File: src/rtl/intc_gen2_pkg.sv
// -----------------------------------------------------------------------------
// intc_gen2_pkg
// Shared types and constants for the second-generation interrupt controller.
//   bus_state_e  : register-bus access FSM states (BIDLE -> BACC -> BHOLD)
//   svc_state_e  : interrupt service FSM states (IDLE -> ISSUE -> WAIT)
//   *_BASE/_ADDR : register map base addresses
// -----------------------------------------------------------------------------
package intc_gen2_pkg;

   typedef enum logic [1:0] {
      BIDLE = 2'd0,
      BACC  = 2'd1,
      BHOLD = 2'd2
   } bus_state_e;

   typedef enum logic [1:0] {
      IDLE  = 2'd0,
      ISSUE = 2'd1,
      WAIT  = 2'd2
   } svc_state_e;

   localparam logic [7:0] PRIO_BASE   = 8'h00;
   localparam logic [7:0] EN_BASE     = 8'h80;
   localparam logic [7:0] MODE_BASE   = 8'hA0;
   localparam logic [7:0] PEND_BASE   = 8'hC0;
   localparam logic [7:0] STATUS_ADDR = 8'hE0;

endpackage

File: src/rtl/intc_prio_arb.sv
// -----------------------------------------------------------------------------
// intc_prio_arb
// Combinational winner search over the eligible sources.
//   elig     : eligible source vector (pend & enable)
//   prio     : per-source priority values, larger = more urgent
//   found    : at least one source is eligible
//   win_id   : index of the winning source
//   win_prio : priority value of the winning source
// Ties resolve to the lowest index because a later source only replaces the
// current candidate when its priority is strictly greater.
// -----------------------------------------------------------------------------
module intc_prio_arb #(
   parameter int NUM_INTR = 16,
   parameter int PRIO_W   = 4,
   parameter int ID_W     = $clog2(NUM_INTR)
) (
   input  logic [NUM_INTR-1:0]             elig,
   input  logic [NUM_INTR-1:0][PRIO_W-1:0] prio,
   output logic                            found,
   output logic [ID_W-1:0]                 win_id,
   output logic [PRIO_W-1:0]               win_prio
);

   always_comb begin
      found    = 1'b0;
      win_id   = '0;
      win_prio = '0;
      for (int i = 0; i < NUM_INTR; i++) begin
         if (elig[i] && (!found || (prio[i] > win_prio))) begin
            found    = 1'b1;
            win_id   = ID_W'(i);
            win_prio = prio[i];
         end
      end
   end

endmodule

File: src/rtl/intc_gen2.sv
// -----------------------------------------------------------------------------
// intc_gen2
// Prioritised interrupt controller with per-source enable, edge/level capture
// and a byte-wide register bus.
//
// Ports
//   pclk_i, prst_n_i          : clock, asynchronous active-low reset
//   paddr_i/pwdata_i/pwrite_i : register address, write data, direction
//   penable_i                 : access request
//   prdata_o/pready_o         : read data / access complete
//   pslverr_o                 : unmapped address or write to STATUS
//   intr_to_service_o         : ID being presented to the processor
//   intr_valid_o              : an ID is being presented
//   intr_serviced_i           : processor acknowledge of the presented ID
//   intr_active_i             : peripheral requests (synchronous to pclk_i)
//
// Bus handshake: the master raises penable_i with address/data/direction
// stable and holds them until it sees pready_o=1. pready_o rises one cycle
// later (BACC) together with prdata_o/pslverr_o, a write is committed once at
// the end of BACC, and pready_o stays high (BHOLD) until the master drops
// penable_i; the next access may start once pready_o has fallen.
//
// Build option: define INTC_PREEMPT_EN to let a strictly higher-priority
// eligible source replace the presented ID while waiting for acknowledge.
// Without it the presented ID is frozen until acknowledged.
//
// The FSM states and the current arbitration result are collected in the
// internal struct `dbg` for observation.
// -----------------------------------------------------------------------------
module intc_gen2
   import intc_gen2_pkg::*;
#(
   parameter int NUM_INTR = 16,
   parameter int PRIO_W   = 4,
   parameter int ID_W     = $clog2(NUM_INTR)
) (
   input  logic                pclk_i,
   input  logic                prst_n_i,
   input  logic [7:0]          paddr_i,
   input  logic [7:0]          pwdata_i,
   input  logic                pwrite_i,
   input  logic                penable_i,
   output logic [7:0]          prdata_o,
   output logic                pready_o,
   output logic                pslverr_o,
   output logic [ID_W-1:0]     intr_to_service_o,
   output logic                intr_valid_o,
   input  logic                intr_serviced_i,
   input  logic [NUM_INTR-1:0] intr_active_i
);

   localparam int NB = NUM_INTR / 8;

   typedef struct packed {
      bus_state_e        bus;
      svc_state_e        svc;
      logic              found;
      logic [PRIO_W-1:0] win_prio;
   } dbg_t;

   bus_state_e                      bus_q;
   svc_state_e                      svc_q;
   logic [NUM_INTR-1:0][PRIO_W-1:0] prio_q;
   logic [NUM_INTR-1:0]             en_q;
   logic [NUM_INTR-1:0]             mode_q;
   logic [NUM_INTR-1:0]             pend_q;
   logic [NUM_INTR-1:0]             act_q;
   logic [ID_W-1:0]                 cur_id_q;
   logic                            valid_q;

   logic [7:0]                      rd_data;
   logic                            acc_err;
   logic                            wr_commit;
   logic                            svc_done;
   logic [NUM_INTR-1:0]             w1c;
   logic [NUM_INTR-1:0]             svc_clr;
   logic [NUM_INTR-1:0]             elig;
   logic                            found;
   logic [ID_W-1:0]                 win_id;
   logic [PRIO_W-1:0]               win_prio;
   dbg_t                            dbg;

   assign dbg = '{bus: bus_q, svc: svc_q, found: found, win_prio: win_prio};

   // ---------------------------------------------------------------- decode
   always_comb begin
      rd_data = '0;
      acc_err = 1'b1;
      for (int i = 0; i < NUM_INTR; i++) begin
         if (paddr_i == PRIO_BASE + 8'(i)) begin
            rd_data = 8'(prio_q[i]);
            acc_err = 1'b0;
         end
      end
      for (int k = 0; k < NB; k++) begin
         if (paddr_i == EN_BASE + 8'(k)) begin
            rd_data = en_q[k*8 +: 8];
            acc_err = 1'b0;
         end
         if (paddr_i == MODE_BASE + 8'(k)) begin
            rd_data = mode_q[k*8 +: 8];
            acc_err = 1'b0;
         end
         if (paddr_i == PEND_BASE + 8'(k)) begin
            rd_data = pend_q[k*8 +: 8];
            acc_err = 1'b0;
         end
      end
      if (paddr_i == STATUS_ADDR) begin
         rd_data = {valid_q, 2'b00, 5'(cur_id_q)};
         acc_err = pwrite_i;   // STATUS is read-only
      end
   end

   assign wr_commit = (bus_q == BACC) && pwrite_i && !acc_err;
   assign svc_done  = (svc_q == WAIT) && intr_serviced_i;
   assign elig      = pend_q & en_q;

   always_comb begin
      w1c     = '0;
      svc_clr = '0;
      for (int k = 0; k < NB; k++) begin
         if (wr_commit && (paddr_i == PEND_BASE + 8'(k))) begin
            w1c[k*8 +: 8] = pwdata_i;
         end
      end
      for (int i = 0; i < NUM_INTR; i++) begin
         svc_clr[i] = svc_done && (cur_id_q == ID_W'(i));
      end
   end

   // ----------------------------------------------------------- bus FSM
   always_ff @(posedge pclk_i or negedge prst_n_i) begin
      if (!prst_n_i) begin
         bus_q     <= BIDLE;
         pready_o  <= 1'b0;
         prdata_o  <= '0;
         pslverr_o <= 1'b0;
      end else begin
         case (bus_q)
            BIDLE: begin
               if (penable_i) begin
                  bus_q     <= BACC;
                  pready_o  <= 1'b1;
                  prdata_o  <= rd_data;
                  pslverr_o <= acc_err;
               end
            end
            BACC: bus_q <= BHOLD;
            BHOLD: begin
               if (!penable_i) begin
                  bus_q     <= BIDLE;
                  pready_o  <= 1'b0;
                  prdata_o  <= '0;
                  pslverr_o <= 1'b0;
               end
            end
            default: bus_q <= BIDLE;
         endcase
      end
   end

   // ---------------------------------------------------- config registers
   always_ff @(posedge pclk_i or negedge prst_n_i) begin
      if (!prst_n_i) begin
         prio_q <= '0;
         en_q   <= '1;
         mode_q <= '0;
      end else if (wr_commit) begin
         for (int i = 0; i < NUM_INTR; i++) begin
            if (paddr_i == PRIO_BASE + 8'(i)) prio_q[i] <= pwdata_i[PRIO_W-1:0];
         end
         for (int k = 0; k < NB; k++) begin
            if (paddr_i == EN_BASE + 8'(k))   en_q[k*8 +: 8]   <= pwdata_i;
            if (paddr_i == MODE_BASE + 8'(k)) mode_q[k*8 +: 8] <= pwdata_i;
         end
      end
   end

   // ------------------------------------------------------ pending capture
   // Edge sources: a new rising edge is OR-ed in after the clear terms, so a
   // set in the same cycle as a W1C or service clear survives.
   always_ff @(posedge pclk_i or negedge prst_n_i) begin
      if (!prst_n_i) begin
         act_q  <= '0;
         pend_q <= '0;
      end else begin
         act_q  <= intr_active_i;
         pend_q <= (mode_q & ((intr_active_i & ~act_q) | (pend_q & ~(w1c | svc_clr))))
                 | (~mode_q & intr_active_i);
      end
   end

   // ---------------------------------------------------------- arbitration
   intc_prio_arb #(
      .NUM_INTR (NUM_INTR),
      .PRIO_W   (PRIO_W),
      .ID_W     (ID_W)
   ) u_arb (
      .elig     (elig),
      .prio     (prio_q),
      .found    (found),
      .win_id   (win_id),
      .win_prio (win_prio)
   );

`ifdef INTC_PREEMPT_EN
   logic [PRIO_W-1:0] cur_prio;

   // Live priority of the presented source; a PRIO rewrite counts too.
   always_comb begin
      cur_prio = '0;
      for (int i = 0; i < NUM_INTR; i++) begin
         if (cur_id_q == ID_W'(i)) cur_prio = prio_q[i];
      end
   end
`endif

   // ------------------------------------------------------- service FSM
   always_ff @(posedge pclk_i or negedge prst_n_i) begin
      if (!prst_n_i) begin
         svc_q    <= IDLE;
         cur_id_q <= '0;
         valid_q  <= 1'b0;
      end else begin
         case (svc_q)
            IDLE: begin
               if (found) begin
                  cur_id_q <= win_id;
                  valid_q  <= 1'b1;
                  svc_q    <= ISSUE;
               end
            end
            ISSUE: svc_q <= WAIT;
            WAIT: begin
               // Valid is held here even if the source loses eligibility.
               if (intr_serviced_i) begin
                  valid_q <= 1'b0;
                  svc_q   <= IDLE;
               end
`ifdef INTC_PREEMPT_EN
               else if (found && (win_prio > cur_prio)) begin
                  cur_id_q <= win_id;
               end
`endif
            end
            default: begin
               svc_q   <= IDLE;
               valid_q <= 1'b0;
            end
         endcase
      end
   end

   assign intr_to_service_o = cur_id_q;
   assign intr_valid_o      = valid_q;

endmodule

File: config.mk
export PLATFORM = sky130hd
export DESIGN_NAME = intc_gen2
export DESIGN_NICKNAME = d
export VERILOG_FILES = /design/src/rtl/intc_gen2_pkg.sv /design/src/rtl/intc_prio_arb.sv /design/src/rtl/intc_gen2.sv
export SDC_FILE = /design/constraint.sdc
export NUM_CORES = 1
export LEC_CHECK = 0
export BUFFER_PORTS_ARGS = -buffer_cell sky130_fd_sc_hd__buf_2
export CAP_MARGIN = 10
export CORE_MARGIN = 2
export CORE_UTILIZATION = 55
export DETAILED_ROUTE_END_ITERATION = 10
export GPL_TIMING_DRIVEN = 0
export PLACE_DENSITY = 0.8
export SLEW_MARGIN = 20
export SYNTH_ARGS = -nofsm -noshare
export SYNTH_HDL_FRONTEND = slang
export SYNTH_HIERARCHICAL = 1
export SYNTH_SLANG_ARGS = --single-unit
File: constraint.sdc
create_clock -name pclk_i -period 29.2 [get_ports pclk_i]
set_clock_uncertainty 0.05 [all_clocks]
set_input_delay 5.84 -clock pclk_i [delete_from_list [all_inputs] [get_ports pclk_i]]
set_output_delay 5.84 -clock pclk_i [all_outputs]
set_load 0.005 [all_outputs]
==> out/metrics.cfg, run 1 <==
[status]
outcome=finished clean

[timing]
fmax_mhz=37.9
period_minus_slack_ps=26400
final-max-slew-violation-count=0
period_share_pct=90.4
setup_repair_after_global_routing_missed_its_margin=no
whs_ps=421
setup_slack_ps=2800
setup_tns_ps=0
max-slew-margin-rel_pct=20.2
tightest_slew_ps=1190
setup_viol=0
finalHoldViolations=0

[run]
cap_viol_max_count=0

[power]
p_leak_uw=0.00521
fin_total_pwr_uw=485
vdd_ir_drop_max_mv=0.0438
powerDensity_mw_per_mm2=41.9

[yosys]
synthesis.nets=1177
syn-mean-instance-area_sq_um=9.57
syn-cell-area_sq_mm=0.0104
synth_cells=1087
ys.warnings.count=6

[floorplan]
start_util_pct=55.8
row_count=50
chipWidth_microns=142
ios=52
die-height_microns=142
design.core.area_sq_mm=0.0186
floorplan.die_area_sq_mm=0.0200

[clock_network]
postCtsResizedCells=0
post_cts_hold_buffer_count=0
cts.path.max_buffers=2
post-cts-setup-buffer-count=0
clock_pin_slew_of_the_registers_on_the_worst_case_setup_and_hold_paths_ps=60
tritoncts_clock_tree=yes
worst_skew_pair_later_pin_latency_ps=430
ctsRootBufferMaster=clkbuf_16
htree_levels=4
numClockSinks=147
cts_buffers=17

[placed_design]
hpwl_microns=22700
place.port_buffers=46
dpl_worst_slack_ps=3470
place.gp.congestion=1.00

[drt]
first_iter_violations=1026
wl_final_microns=30400
overall_via_count_from_detail_route=9344
wl_met2_microns=14300
post_drt_wl_per_cell_microns=21.7
drt_first_pass_iters=5
vias_per_cell=6.67
top_layer=met4
route.antenna.remaining_nets=0
drcViolationCount=0
wirelength_met1_microns=12300
met3RoutedLength_microns=2590

[worst_setup_path]
crit_fanout=10
critical_path_class=reg -> reg
setup.reg_to_reg.worst_slack_ps=2800
r2r-start=en_q[0]$_DFFE_PN1P_
data_required_time_of_the_critical_path_ps=29460
max_stage_delay_ps=580
critPathSlowestCell=o311ai_2
critical_path.startpoint=en_q[0]$_DFFE_PN1P_
timing.critical_path.to_type=flop
worstSetupStartpointType=flop
cp.arrival_ps=26660

[finish]
multi_input_area_sq_mm=0.00626
area_delta_synth_final_pct=11.1
num-fill-cells=1535
nNetsFinal=1243
count_of_antenna_diodes_in_the_layout=0
regArea_sq_mm=0.00370
fraction_of_layout_instances_using_a_drive_strength_above_1_pct=23.1

[global_routing]
groute.usage.overall_pct=31.0
gr-total-overflow=0
grt_max_degree=80
first_global_vias=8979
initial_antenna_violation_count=0
global_route_wire_length_before_repair_microns=48400

[hold_path]
min_path_type=reg -> reg
worst_hold_startpoint=pready_o$_DFFE_PN0P_

[worst paths after layout]
kind / end / cells past startpoint
max: intr_to_service_o[3]$_DFFE_PN0P_ / 127
min: pready_o$_DFFE_PN0P_ / 1
max reg2reg: intr_to_service_o[3]$_DFFE_PN0P_ / 127
min reg2reg: pready_o$_DFFE_PN0P_ / 1
max in group asynchronous: en_q[5]$_DFFE_PN1P_ / 2
min in group asynchronous: pend_q[14]$_DFF_PN0_ / 1
[area by class of cell]
cell class                      count  share of cell area, %
Clock buffer                       20                   3.78
Multi-Input combinational cell    837                   54.2
Inverter                           49                   1.59
Clock inverter                     12                   1.34
Buffer                             54                   2.22
Timing Repair Buffer               47                   2.32
Sequential cell                   147                   32.0
Tap cell                          234                   2.53
[where the power goes]
| group | internal (uW) | leakage (uW) | total [uW] | switching (uW) |
|---|---|---|---|---|
| registers | 210 | 0.00191 | 215 | 5.15 |
| clock network | 135 | 0.000285 | 221 | 86.7 |
| logic | 16.2 | 0.00301 | 48.1 | 31.9 |
| total | 361 | 0.00521 | 485 | 124 |
[stage by stage]
step	std cells	area [sq um]	util, %
after floorplan	1087	10400	-
after global routing	1400	11600	62.0
after global placement	1367	10900	58.6
final	1400	11600	62.0
after detailed placement	1368	11000	58.8
after CTS	1400	11600	62.0
[metal layers]
layer / vias to the layer above / track usage (%)
li1: 4219 / -
met1: 4544 / 40.5
met2: 490 / 51.1
met3: 91 / 5.30
met4: 0 / 13.1
met5: - / 0
[sequential cells by signal, summed over array words and instances, names as in the netlist]
name / flops
act_q: 16
en_q: 16
prdata_o: 8
intr_valid_o: 1
pend_q: 16
mode_q: 16
svc_q: 2
pslverr_o: 1
pready_o: 1
prio_q: 64
bus_q: 2
intr_to_service_o: 4
[critical path, delay by kind of cell, from the launching register on]
kind / cells / cell delay, ps
AO/OA/AOI/OAI: 62 / 12150
AND/OR/NAND/NOR: 33 / 4910
adder cells (fa/ha/maj): 15 / 4490
multiplexers: 8 / 2770
buffers and inverters: 9 / 1240
flip-flops: 1 / 570
[cells in the final DEF (no fill, tap or decap), types with 18 or more instances in the layout]
| master | instances |
|---|---|
| mux2i_1 | 26 |
| and2_1 | 27 |
| ha_1 | 53 |
| inv_1 | 49 |
| clkbuf_1 | 27 |
| a21oi_1 | 61 |
| a31oi_1 | 18 |
| buf_2 | 67 |
| a21o_1 | 28 |
| nor2_1 | 64 |
| o21ai_0 | 41 |
| mux2_2 | 117 |
| nand3_1 | 23 |
| nand2_1 | 103 |
| dfrtp_1 | 131 |
Power figures use the tool's default switching activity.
==> run 2: changes to the inputs <==
Settings changed: CTS_BUF_LIST from default to sky130_fd_sc_hd__clkbuf_8, PLACE_DENSITY 0.8 to 0.73.
==> out/metrics.cfg, run 2 (synthesis gave the netlist of run 1 again) <==
[status]
outcome=finished clean  ; unchanged

[finish]
finish.utilization_pct=60.8  ; was 62.0%
layout_commonest_cell=dfrtp_1  ; unchanged
area_delta_synth_final_pct=8.90  ; was 11.1%
fraction_of_layout_instances_using_a_drive_strength_above_1_pct=23.3  ; was 23.1%
num-fill-cells=1630  ; was 1535
layout.cells.most_common_list=131 x dfrtp_1, 117 x mux2_2, 103 x nand2_1, 67 x buf_2, 64 x nor2_1  ; unchanged
max_reg_flops=64  ; unchanged
nNetsFinal=1243  ; unchanged
registers.top_by_ff_count=prio_q  ; unchanged

[clock_network]
post-cts-setup-buffer-count=0  ; unchanged
worst_skew_pair_later_pin_latency_ps=470  ; was 430 ps
cts.path.max_buffers=2  ; unchanged
post_cts_hold_buffer_count=0  ; unchanged
clock_pin_slew_of_the_registers_on_the_worst_case_setup_and_hold_paths_ps=90  ; was 60 ps
ctsRootBufferMaster=clkbuf_8  ; was clkbuf_16
numClockSinks=147  ; unchanged
htree_levels=4  ; unchanged
postCtsResizedCells=0  ; unchanged
tritoncts_clock_tree=yes  ; unchanged
cts_buffers=17  ; unchanged

[timing]
finalHoldViolations=0  ; unchanged
setup_slack_ps=3040  ; was 2800 ps
period_share_pct=89.6  ; was 90.4%
fmax_mhz=38.2  ; was 37.9 MHz
max-slew-margin-rel_pct=39.4  ; was 20.2%
setup_repair_after_global_routing_missed_its_margin=no  ; unchanged
whs_ps=459  ; was 421 ps
final-max-slew-violation-count=0  ; unchanged
setup_tns_ps=0  ; unchanged
tightest_slew_ps=897  ; was 1190 ps
period_minus_slack_ps=26160  ; was 26400 ps
setup_viol=0  ; unchanged

[floorplan]
start_util_pct=55.8  ; unchanged
floorplan.die_area_sq_mm=0.0200  ; unchanged
row_count=50  ; unchanged
ios=52  ; unchanged
die-height_microns=142  ; unchanged
chipWidth_microns=142  ; unchanged
design.core.area_sq_mm=0.0186  ; unchanged

[drt]
route.antenna.remaining_nets=0  ; unchanged
first_iter_violations=659  ; was 1026
drt_first_pass_iters=6  ; was 5
vias_per_cell=6.43  ; was 6.67
drcViolationCount=0  ; unchanged
post_drt_wl_per_cell_microns=21.3  ; was 21.7 microns
overall_via_count_from_detail_route=9016  ; was 9344
wl_final_microns=29900  ; was 30400 microns

[placed_design]
hpwl_microns=23000  ; was 22700 microns
place.gp.congestion=0.975  ; was 1.00
place.port_buffers=46  ; unchanged
dpl_worst_slack_ps=3520  ; was 3470 ps

[worst_setup_path]
worst_setup_path_endpoint=intr_to_service_o[3]$_DFFE_PN0P_  ; unchanged
worstSetupStartpointType=flop  ; unchanged
max_stage_delay_ps=580  ; about the same
worstRegToRegCells=127  ; unchanged
setup.reg_to_reg.worst_slack_ps=3040  ; was 2800 ps
cp.arrival_ps=26470  ; was 26660 ps
reg_to_reg_end=intr_to_service_o[3]$_DFFE_PN0P_  ; unchanged
critical_path_class=reg -> reg  ; unchanged
critical_path.startpoint=en_q[0]$_DFFE_PN1P_  ; unchanged
timing.critical_path.to_type=flop  ; unchanged
r2r-start=en_q[0]$_DFFE_PN1P_  ; unchanged
crit_fanout=10  ; unchanged
data_required_time_of_the_critical_path_ps=29510  ; was 29460 ps
critPathSlowestCell=dfstp_2  ; was o311ai_2

[power]
powerDensity_mw_per_mm2=36.1  ; was 41.9 mW/mm^2
p_leak_uw=0.00511  ; was 0.00521 uW
vdd_ir_drop_max_mv=0.0322  ; was 0.0438 mV

[global_routing]
grt_max_degree=89  ; was 80
gr-total-overflow=0  ; unchanged
first_global_vias=8769  ; was 8979
global_route_wire_length_before_repair_microns=47800  ; was 48400 microns
initial_antenna_violation_count=2  ; was 0
groute.usage.overall_pct=30.8  ; was 31.0%

[run]
cap_viol_max_count=0  ; unchanged

[hold_path]
min_path_type=reg -> reg  ; unchanged

==> run 2: worst min path at each step <==
| stage | start | end | cells past startpoint |
|---|---|---|---|
| final | prdata_o[4]$_DFFE_PN0P_ | prdata_o[4]$_DFFE_PN0P_ | 1 |
| after global routing | prdata_o[5]$_DFFE_PN0P_ | prdata_o[5]$_DFFE_PN0P_ | 1 |
| after CTS | prdata_o[5]$_DFFE_PN0P_ | prdata_o[5]$_DFFE_PN0P_ | 1 |
| after detailed placement | prdata_o[5]$_DFFE_PN0P_ | prdata_o[5]$_DFFE_PN0P_ | 1 |
| after global placement | pslverr_o$_DFFE_PN0P_ | pslverr_o$_DFFE_PN0P_ | 2 |
| after floorplan | prdata_o[7]$_DFFE_PN0P_ | prdata_o[7]$_DFFE_PN0P_ | 2 |
==> run 2: critical path: cells and delay by family (launching register included) <==
| kind | cells | cell delay, ps |
|---|---|---|
| DFF | 1 | 580 |
| AOI/OAI and AO/OA | 61 | 11940 |
| adders and majority gates | 15 | 4470 |
| buffers and inverters | 9 | 1270 |
| muxes | 8 | 2710 |
| and+or+nand+nor | 34 | 5010 |
==> run 2: cell type report <==
| cell class | instances | area, sq um | share of cell area [%] |
|---|---|---|---|
| repair buffers | 47 | 268 | 2.36 |
| well taps | 234 | 293 | 2.58 |
| diodes | 2 | 5.00 | 0.0442 |
| clock inverters | 15 | 120 | 1.06 |
| flip-flops and latches | 147 | 3700 | 32.6 |
| multi-input cells | 837 | 6270 | 55.3 |
| inverters | 49 | 184 | 1.62 |
| clock buffers | 17 | 234 | 2.07 |
| plain buffers | 54 | 256 | 2.26 |
==> run 2: metal layers <==
layer  GRT usage, %  share of wire [%]
met5              0                  0
met2           50.1                 47
met4           12.2                3.4
met1           40.0                 43
met3           7.42                6.9
==> run 2: where the power goes <==
| group | total [uW] | switching [uW] | leakage (uW) | internal, uW |
|---|---|---|---|---|
| registers | 215 | 4.95 | 0.00191 | 210 |
| logic | 47.1 | 31.0 | 0.00302 | 16.2 |
| clock network | 147 | 86.3 | 0.000185 | 60.9 |
==> run 2: per-stage QoR <==
stage	total power [uW]	cell area (sq um)	std cells
floorplan	243	10400	1087
global placement	263	10900	1367
detailed placement	265	11000	1368
CTS	410	11300	1400
global route	424	11300	1400
finish	409	11300	1402
==> run 3: changes to the inputs <==
Settings changed: BUFFER_PORTS_ARGS -buffer_cell sky130_fd_sc_hd__buf_2 to default, DONT_BUFFER_PORTS from default to 1, PLACE_DENSITY 0.73 to 0.7.
==> out/metrics.cfg, run 3 (synthesis gave the netlist of run 1 again) <==
[timing]
setup_repair_after_global_routing_missed_its_margin=no  ; unchanged
tightest_slew_ps=901  ; was 897 ps
final-max-slew-violation-count=0  ; unchanged
setup_viol=0  ; unchanged
whs_ps=478  ; was 459 ps
setup_slack_ps=2990  ; was 3040 ps
fmax_mhz=38.2  ; about the same
finalHoldViolations=0  ; unchanged
period_minus_slack_ps=26210  ; was 26160 ps
period_share_pct=89.7  ; was 89.6%
setup_tns_ps=0  ; unchanged
max-slew-margin-rel_pct=39.2  ; was 39.4%

[drt]
drt_first_pass_iters=6  ; unchanged
route.antenna.remaining_nets=0  ; unchanged
first_iter_violations=629  ; was 659
drcViolationCount=0  ; unchanged
wl_final_microns=30000  ; was 29900 microns
vias_per_cell=6.58  ; was 6.43
post_drt_wl_per_cell_microns=22.1  ; was 21.3 microns
overall_via_count_from_detail_route=8904  ; was 9016

[power]
p_leak_uw=0.00490  ; was 0.00511 uW
fin_total_pwr_uw=401  ; was 409 uW
powerDensity_mw_per_mm2=36.3  ; was 36.1 mW/mm^2
vdd_ir_drop_max_mv=0.0363  ; was 0.0322 mV

[placed_design]
hpwl_microns=22600  ; was 23000 microns
dpl_worst_slack_ps=3490  ; was 3520 ps
place.port_buffers=0  ; was 46
place.gp.congestion=0.948  ; was 0.975

[finish]
nNetsFinal=1196  ; was 1243
layout_commonest_cell=dfrtp_1  ; unchanged
fraction_of_layout_instances_using_a_drive_strength_above_1_pct=20.1  ; was 23.3%
registers.top_by_ff_count=prio_q  ; unchanged
area_delta_synth_final_pct=6.30  ; was 8.90%
layout.cells.most_common_list=131 x dfrtp_1, 117 x mux2_2, 103 x nand2_1, 64 x nor2_1, 61 x a21oi_1  ; was 131 x dfrtp_1, 117 x mux2_2, 103 x nand2_1, 67 x buf_2, 64 x nor2_1
max_reg_flops=64  ; unchanged
finish.utilization_pct=59.3  ; was 60.8%

[floorplan]
die-height_microns=142  ; unchanged
floorplan.die_area_sq_mm=0.0200  ; unchanged
ios=52  ; unchanged
design.core.area_sq_mm=0.0186  ; unchanged
row_count=50  ; unchanged
start_util_pct=55.8  ; unchanged
chipWidth_microns=142  ; unchanged

[clock_network]
numClockSinks=147  ; unchanged
worst_skew_pair_later_pin_latency_ps=480  ; was 470 ps
clock_pin_slew_of_the_registers_on_the_worst_case_setup_and_hold_paths_ps=90  ; about the same
post-cts-setup-buffer-count=0  ; unchanged
cts.path.max_buffers=2  ; unchanged
htree_levels=4  ; unchanged
ctsRootBufferMaster=clkbuf_8  ; unchanged
postCtsResizedCells=0  ; unchanged
cts_buffers=17  ; unchanged
tritoncts_clock_tree=yes  ; unchanged
post_cts_hold_buffer_count=0  ; unchanged

[hold_path]
min_path_type=reg -> reg  ; unchanged
worst_hold_startpoint=prdata_o[7]$_DFFE_PN0P_  ; was prdata_o[4]$_DFFE_PN0P_

[status]
outcome=finished clean  ; unchanged

[worst_setup_path]
critical_path.startpoint=en_q[0]$_DFFE_PN1P_  ; unchanged
cp.arrival_ps=26520  ; was 26470 ps
timing.critical_path.to_type=flop  ; unchanged
critical_path_class=reg -> reg  ; unchanged
data_required_time_of_the_critical_path_ps=29510  ; about the same
crit_fanout=10  ; unchanged
worstSetupStartpointType=flop  ; unchanged
critPathSlowestCell=dfstp_2  ; unchanged
r2r-start=en_q[0]$_DFFE_PN1P_  ; unchanged
max_stage_delay_ps=590  ; was 580 ps

[global_routing]
groute.usage.overall_pct=30.8  ; about the same
grt_max_degree=148  ; was 89
gr-total-overflow=0  ; unchanged
global_route_wire_length_before_repair_microns=47800  ; about the same
first_global_vias=8707  ; was 8769
initial_antenna_violation_count=1  ; was 2

[run]
cap_viol_max_count=0  ; unchanged

-- run 3: area by class of cell --
type,instances,area [sq um]
Antenna cell,1,2.50
Buffer,54,256
Clock buffer,17,234
Clock inverter,15,120
Fill cell,1614,7580
Inverter,49,184
Multi-Input combinational cell,837,6270
Sequential cell,147,3700
Tap cell,234,293
-- run 3: metrics by stage --
stage / std cells / cell area, sq um
final: 1354 / 11100
after global routing: 1354 / 11100
after floorplan: 1087 / 10400
after detailed placement: 1321 / 10700
after global placement: 1321 / 10700
after CTS: 1353 / 11100
-- run 3: worst max-delay path, delay by kind of cell, from the launching register on --
| kind | cells | cell delay (ps) |
|---|---|---|
| fa+ha+maj | 15 | 4500 |
| flops | 1 | 590 |
| compound gates | 62 | 12080 |
| simple gates | 33 | 4910 |
| mux | 8 | 2700 |
| buf+inv | 9 | 1250 |
-- run 3: power by group --
group          internal, uW  total [uW]  switching [uW]
logic                  12.8        36.3            23.5
registers               210         216            6.21
clock network          61.1         149            87.9
-- run 3: path summary, 6_finish.rpt --
path,endpoint,slack [ps],cells after the start
worst max-delay path,intr_to_service_o[3]$_DFFE_PN0P_,2990,127
worst min-delay path,prdata_o[7]$_DFFE_PN0P_,480,2
worst max register to register,intr_to_service_o[3]$_DFFE_PN0P_,2990,127
worst min register to register,prdata_o[7]$_DFFE_PN0P_,480,2
max in group asynchronous,en_q[2]$_DFFE_PN1P_,23880,0
min in group asynchronous,mode_q[14]$_DFFE_PN0P_,4990,0
-- run 3: metal layers --
layer	track usage, %	wire (microns)	up-vias	share of wire (%)
met5	0	0	-	0
met4	10.6	854	0	2.8
met3	6.88	2290	62	7.6
met2	50.5	14100	372	47
met1	40.5	12700	4342	42
li1	-	-	4128	-
